[src/rtl/mc_frame_sched.sv]
// rtl/mc_frame_sched.sv - FFT->MULT->IFFT frame scheduler; MC_SCHED_WDOG_EN enables the stall watchdog
module mc_frame_sched #(
    parameter int N        = 256,
    parameter int AW       = 8,
    parameter int MULT_LAT = 0,
    parameter int TIMEOUT  = 1024
) (
    input  logic          clk,
    input  logic          rst,
    input  logic          in_valid,
    output logic          in_ready,
    output logic          buf_we,
    output logic [AW-1:0] buf_waddr,
    output logic          fft_in_valid,
    input  logic          fft_out_valid,
    output logic [AW-1:0] buf_raddr,
    output logic          mult_valid,
    output logic          ifft_in_valid,
    input  logic          ifft_out_valid,
    output logic          out_valid,
    output logic          frame_done,
    output logic          busy,
    output logic          err
);

    typedef enum logic [2:0] {
        S_IDLE, S_LOAD, S_WAIT_FFT, S_MULT, S_DRAIN, S_DONE
    } state_t;

    localparam logic [AW:0] N_C = (AW+1)'(N);
    localparam logic [AW:0] ONE = (AW+1)'(1);

    generate
        if (MULT_LAT < 0 || MULT_LAT > 3 || TIMEOUT < 2 || N != (1 << AW)) begin : g_param_check
            $error("mc_frame_sched: unsupported parameter combination");
        end
    endgenerate

    state_t      state, state_nxt;
    logic [AW:0] wcnt, rcnt, ocnt;
    logic [AW:0] wcnt_inc, rcnt_inc, ocnt_nxt;
    logic        fft_en, ifft_en;
    logic        in_acc, fft_acc, ocnt_en;
    logic        proto_err, timeout;

    assign in_acc    = in_valid & in_ready;
    assign fft_acc   = fft_out_valid & fft_en;
    assign ocnt_en   = out_valid & (ocnt != N_C);
    assign wcnt_inc  = wcnt + ONE;
    assign rcnt_inc  = rcnt + ONE;
    assign ocnt_nxt  = ocnt_en ? ocnt + ONE : ocnt;

    assign buf_we       = in_acc;
    assign fft_in_valid = in_acc;
    assign buf_waddr    = wcnt[AW-1:0];
    assign buf_raddr    = rcnt[AW-1:0];
    assign out_valid    = ifft_out_valid & ifft_en;

    // Strobes arriving before their stage can use them are dropped and flagged.
    assign proto_err = (fft_out_valid & in_ready)
                     | (ifft_out_valid & (in_ready | (state == S_WAIT_FFT)));

    always_ff @(posedge clk) begin
        if (rst) state <= S_IDLE;
        else     state <= state_nxt;
    end

    always_comb begin
        state_nxt = state;
        case (state)
            S_IDLE, S_LOAD: if (in_acc) state_nxt = (wcnt_inc == N_C) ? S_WAIT_FFT : S_LOAD;
            S_WAIT_FFT:     if (fft_out_valid) state_nxt = (rcnt_inc == N_C) ? S_DRAIN : S_MULT;
            S_MULT:         if (fft_out_valid && rcnt_inc == N_C) state_nxt = S_DRAIN;
            S_DRAIN:        if (ocnt_nxt == N_C) state_nxt = S_DONE;
            S_DONE:         state_nxt = S_IDLE;
            default:        state_nxt = S_IDLE;
        endcase
        if (timeout) state_nxt = S_IDLE;
    end

    always_comb begin
        in_ready   = 1'b0;
        busy       = 1'b1;
        frame_done = 1'b0;
        fft_en     = 1'b0;
        ifft_en    = 1'b0;
        case (state)
            S_IDLE:     begin in_ready = 1'b1; busy = 1'b0; end
            S_LOAD:     in_ready = 1'b1;
            S_WAIT_FFT: fft_en = 1'b1;
            S_MULT:     begin fft_en = 1'b1; ifft_en = 1'b1; end
            S_DRAIN:    ifft_en = 1'b1;
            S_DONE:     frame_done = 1'b1;
            default:    busy = 1'b0;
        endcase
    end

    // Write count wraps at N so the load address is back at 0 while waiting.
    always_ff @(posedge clk) begin
        if (rst || state == S_DONE || timeout) begin
            wcnt <= '0;
            rcnt <= '0;
            ocnt <= '0;
        end else begin
            if (in_acc)  wcnt <= (wcnt_inc == N_C) ? '0 : wcnt_inc;
            if (fft_acc) rcnt <= rcnt_inc;
            ocnt <= ocnt_nxt;
        end
    end

    always_ff @(posedge clk) begin
        if (rst) begin
            err        <= 1'b0;
            mult_valid <= 1'b0;
        end else begin
            err        <= err | proto_err | timeout;
            mult_valid <= fft_acc;
        end
    end

    generate
        if (MULT_LAT == 0) begin : g_lat0
            assign ifft_in_valid = mult_valid;
        end else begin : g_lat
            logic [MULT_LAT-1:0] lat_sr;
            always_ff @(posedge clk) begin
                if (rst) lat_sr <= '0;
                else     lat_sr <= (lat_sr << 1) | MULT_LAT'(mult_valid);
            end
            assign ifft_in_valid = lat_sr[MULT_LAT-1];
        end
    endgenerate

`ifdef MC_SCHED_WDOG_EN
    localparam int WDW = $clog2(TIMEOUT + 1);
    logic [WDW-1:0] wd_cnt;
    logic           wd_active;

    assign wd_active = (state == S_WAIT_FFT) | (state == S_MULT) | (state == S_DRAIN);

    always_ff @(posedge clk) begin
        if (rst || !wd_active || fft_out_valid || ifft_out_valid) wd_cnt <= '0;
        else                                                      wd_cnt <= wd_cnt + WDW'(1);
    end

    assign timeout = wd_active & ~(fft_out_valid | ifft_out_valid)
                   & (wd_cnt == WDW'(TIMEOUT - 1));
`else
    assign timeout = 1'b0;
`endif

endmodule
[config.mk]
export PLATFORM = sky130hd
export DESIGN_NAME = mc_frame_sched
export DESIGN_NICKNAME = d
export VERILOG_FILES = /design/src/rtl/mc_frame_sched.sv
export SDC_FILE = /design/constraint.sdc
export NUM_CORES = 1
export LEC_CHECK = 0
export ABC_AREA = 1
export CAP_MARGIN = 20
export CORE_MARGIN = 2
export CORE_UTILIZATION = 49
export CTS_CLUSTER_SIZE = 24
export DETAILED_ROUTE_END_ITERATION = 10
export PLACE_DENSITY = 0.83
export REMOVE_ABC_BUFFERS = 1
export SETUP_SLACK_MARGIN = 0.15
export SYNTH_ARGS = -nofsm -noshare
export SYNTH_HDL_FRONTEND = slang
export SYNTH_SLANG_ARGS = --single-unit
export TNS_END_PERCENT = 5
[constraint.sdc]
create_clock -name clk -period 1.8 [get_ports clk]
set_input_delay 0.36 -clock clk [delete_from_list [all_inputs] [get_ports clk]]
set_output_delay 0.36 -clock clk [all_outputs]
set_load 0.05 [all_outputs]
Word level (Yosys, flattened, before mapping):

Index checks and enable logic that the tools add are counted.

* bits in registers: 32
* input port bits: 5
* logic and storage cells: 53

* add/subtract/negate cells: 3
* equal/unequal tests: 13
* multiplexer cells: 14
* bitwise operators: 9
* reduce and logical (&&, ||, !) cells: 8

Operators with widths (number)
* adder 9 x 1 -> 9 bit, second input constant: 3
* equality test 9 bit, second input constant: 3
* two-way mux 9 bit: 2
* two-way mux 3 bit: 5
* one-hot mux 3 bit (4 select lines): 1
* != test 9 bit, second input constant: 1
* AND 1 bit: 6
* equality test 3 x 2 -> 1 bit, second input constant: 2
* equality test 3 bit, second input constant: 2
* != test 2 bit, second input constant: 3
* OR reduction 2 bit: 3
* two-way mux 1 bit: 5
* OR reduction 5 bit: 1
* AND reduction 4 bit: 1
* equality test 3 x 1 -> 1 bit, second input constant: 1
* logical NOT 3 bit: 1
* OR 1 bit: 3
* two-way mux 2 bit: 1
* != test 2 x 1 -> 1 bit, second input constant: 1
* logical AND 1 bit: 1
* logical OR 1 bit: 1

Depth between registers and ports, before layout:

* word-level depth: 9
* mapped depth: 17
* mapped depth without buffers: 17

Worst setup path before layout:

Ideal clock, no wire load.

* path kind: register to output
* start point: register state[1]
* end point: output fft_in_valid
* arrival time: 1.931 ns
* required time: 1.440 ns
* path slack: -0.491 ns
* cell stages (with the launch flop): 6
* path through: dfxtp_1 > inv_1 > ha_1 > nand2_1 > clkinv_1 > buf_4

* longest elaborated chain between the ends: 4

Ends and longest elaborated chain
* start, declared: RTL line 39 `state_t state, state_nxt;`
* start signal, assigned: RTL line 65 `else state <= state_nxt;`
* equality test 3 x 1 -> 1 bit / logical NOT 3 bit (equally long branches): RTL line 87 `case (state)`
* OR reduction 2 bit (no line) (*)
* two-way mux 1 bit (*): RTL line 87
* named net in_ready: RTL line 11 `output logic in_ready,`
* AND 1 bit (*): RTL line 46 `assign in_acc = in_valid & in_ready;`
* end, declared: RTL line 14 `output logic fft_in_valid,`

The timed path passes the listed nets; every way through them passes the cells marked *.

Final worst setup path:

* start point: register ocnt[0]
* end point: register state[1]

* longest elaborated chain between the ends: 6

Ends and longest elaborated chain
* start, declared: RTL line 40 `logic [AW:0] wcnt, rcnt, ocnt;`
* start signal, assigned: RTL line 107 `ocnt <= ocnt_nxt;`
* branches (longest 2 deep; another with adder 9 x 1 -> 9 bit)
* two-way mux 9 bit (*): RTL line 51 `assign ocnt_nxt = ocnt_en ? ocnt + ONE : ocnt;`
* equality test 9 bit (*): RTL line 74 `S_DRAIN: if (ocnt_nxt == N_C) state_nxt = S_DONE;`
* != test 2 bit (no line) (*)
* AND reduction 4 bit (no line) (*)

Every way passes the cells marked *.
A chain may end at the register's enable or synchronous reset.

==> run summary <==
post-DR wirelength/cell: 12.7 um
slew margin rel.: 0.514
Slew @ Worst Pin: 0.730 ns
Post-Route WL: 5.61 mm
post-synthesis cell area: 0.00217 sq mm
# IOs: 30
Max Slew Vio Count: 0
routed vias/inst: 5.06
status: complete, but fails checks
Num Clock Sinks: 32
mean post-synth cell area: 6.46 sq um
PortBufs: 29
Final setup viols: 3
Clock Skews: 0.00492 ns
Die H: 70.6 um
initial core utilization: 0.502
pre-CTS setup slack: -0.330 ns
GRT Residual Overflow: 0
worst vdd ir: 0.987 mV
Initial DRC Count: 125
antenna fix cells: 0
crit-path max cell delay: 0.33 ns
Pre-antenna DRT Iters: 4
Hold-fix buffers, CTS: 0
Tmin final: 1.85 ns
CP top delay family: simple AND/OR/NAND/NOR gates
Final Hold Vio Count: 0
die area: 0.00498 sq mm
crit path max fanout: 6
Vias: 2243
critical-path cell list: inv_2, ha_4, nand2_1, inv_1, nand2_2, nor2_4, nor2_4, buf_6, o21ai_4, nand2_1, nor2_1, nand2_1, nand2_2, nand3_2, nand2_1, nor2_1
H-tree depth: 2
Hold Crit Class: flop to flop
P_leak: 1.39 nW
largest net degree at the start of global routing: 15
total design power: 3.47 mW
core area: 0.00432 sq mm
synth unique cells: 34
CP Buf/Inv Count: 3
CP Capture Type: flop
hpwl dp: 3.91 mm
Finished Cell Area: 0.00298 sq mm
Clk Latency, worst-skew pair: 0.30 ns
fill cell count: 347
worst flop-to-flop path startpoint: ocnt[0]
Yosys warning count: 0
Worst Path Required: 2.00 ns
final core occ: 0.688
critical path type: flop to flop
Yosys reg bits: 32
layout net count: 402
Worst-path clk slew: 0.07 ns
Tot GR Track Use: 0.225
CTS tree: done
crit-path most repeated cell: nand2_1
CTS max path bufs: 2
Clock Tree Root: clkbuf_8
DRT antenna net count: 0
CP Data Arrival Time: 2.04 ns
Rows: 24
placed cell count: 428
die width: 70.6 um
share of cells above drive strength 1: 0.338
non-filler cells, final: 443
Num CTS Buffers: 5
sequential area share after synthesis: 0.295
DP Area: 0.00264 sq mm
setup ws final: -0.0473 ns
violated checks: setup timing
Gate Count Post-Synth: 336
fin crit share: 1.03
Remaining DRCs: 0
RSZ-0062 raised after global routing: true
hold wc startpoint: rcnt[8]
synth-to-layout area growth: 37.1%
Critical path origin: ocnt[0]
first-pass GRT wire length: 9.01 mm
Worst path slowest cell: dfxtp_2
vias in the first global route: 2105
initial antenna violation count: 0
max-cap viol count: 0
fmax: 541 MHz
Worst Setup Start Kind: flop
routability cong.: 0.835
P per Cell Area: 1170 mW/mm^2
==> power breakdown <==
part	leakage, nW	total (mW)	switching [mW]	internal (mW)
Combinational	1.08	1.95	1.14	0.817
Clock	0.0455	0.589	0.278	0.312
Sequential	0.263	0.929	0.109	0.820
Total	1.39	3.47	1.52	1.95
==> placed cells by master, fill, tap and decap left out, types with 3 or more instances in the layout <==
master,netlist,final
nand2_2,2,10
o21ai_1,5,3
nand2_1,83,75
buf_4,18,54
nand4_1,7,7
nand3_2,1,7
ha_4,0,3
dfxtp_1,32,26
buf_12,0,6
xor2_1,5,5
nor2_4,2,7
buf_6,1,5
clkdlybuf4s50_1,0,3
a21oi_1,22,22
nand3_1,28,22
o21ai_0,11,11
nor2_2,1,5
clkbuf_8,0,6
inv_2,5,9
inv_1,43,39
ha_1,7,3
xnor2_1,4,3
nor2_1,37,29
dfxtp_2,0,4
==> stage by stage <==
step | setup TNS, ns | hold WS, ns
2_1_floorplan | -7.58 | 0.422
3_3_place_gp | -0.596 | 0.463
3_5_place_dp | -0.973 | 0.467
4_1_cts | -0.124 | 0.479
5_1_grt | -0.479 | 0.519
6_report | -0.122 | 0.478
==> repair_timing <==
action / in CTS / in global routing
resized for setup: 25 / 34
gates cloned: 1 / 0
setup buffers: 5 / 1
pin swaps: 7 / 11
endpoints found under the setup margin: 10 / 26
==> logic make-up (layout without fill, tap and decap cells) <==
kind of cell,after synthesis,after routing,share of synthesized area
buffers and inverters,72,126,0.159
adder cells (fa/ha/maj),7,7,0.0403
AO/OA/AOI/OAI,47,47,0.125
flip-flops,32,32,0.295
XOR/XNOR,9,9,0.0363
AND/OR/NAND/NOR,169,170,0.345
==> Yosys cell counts (all sizes together) <==
library cell / instances / share of area
a211oi: 1 / 0.0035
a21boi: 1 / 0.0035
a21oi: 24 / 0.062
a31o: 1 / 0.0040
buf: 19 / 0.067
clkbuf: 4 / 0.0069
clkinv: 1 / 0.0017
dfxtp: 32 / 0.30
ha: 7 / 0.040
inv: 48 / 0.083
nand2: 85 / 0.15
nand3: 30 / 0.077
nand3b: 2 / 0.0069
nand4: 7 / 0.020
nor2: 40 / 0.077
nor3: 2 / 0.0046
nor3b: 1 / 0.0035
o21a: 1 / 0.0035
o21ai: 18 / 0.045
o22ai: 1 / 0.0029
or2: 2 / 0.0058
xnor2: 4 / 0.016
xor2: 5 / 0.020
==> worst reg2reg max path, stage by stage (launching register included) <==
cell and delay (ns):
dfxtp_2 0.33, inv_2 0.07, ha_4 0.12, nand2_1 0.04, inv_1 0.06, nand2_2 0.05
nor2_4 0.19, nor2_4 0.10, buf_6 0.13, o21ai_4 0.12, nand2_1 0.07, nor2_1 0.08
nand2_1 0.07, nand2_2 0.12, nand3_2 0.08, nand2_1 0.08, nor2_1 0.04
==> routing by layer <==
layer,vias up,share of wire,GRT usage
li1,1158,-,-
met1,1024,0.42,0.272
met2,52,0.52,0.390
met3,9,0.038,0.0484
met4,0,0.021,0.0901
met5,-,0,0
==> layout make-up <==
cell class | instances | area, sq um | area share
multi-input combinational | 233 | 1360 | 0.457
sequential | 32 | 653 | 0.220
timing repair buffer | 69 | 621 | 0.209
inverter | 49 | 186 | 0.0627
clock buffer | 8 | 90.1 | 0.0303
tap | 52 | 65.1 | 0.0219
==> flip-flops by register name, summed over array words and instances, names as in the netlist <==
name / cells
wcnt: 9
err: 1
ifft_in_valid: 1
ocnt: 9
state: 3
rcnt: 9
==> path summary, 6_finish.rpt <==
kind         cells past startpoint        to  slack [ns]
min reg2reg                      2   rcnt[8]        0.48
max                             16  state[1]       -0.05
min                              2   rcnt[8]        0.48
max reg2reg                     16  state[1]       -0.05
(Power assumes the default switching activity.)
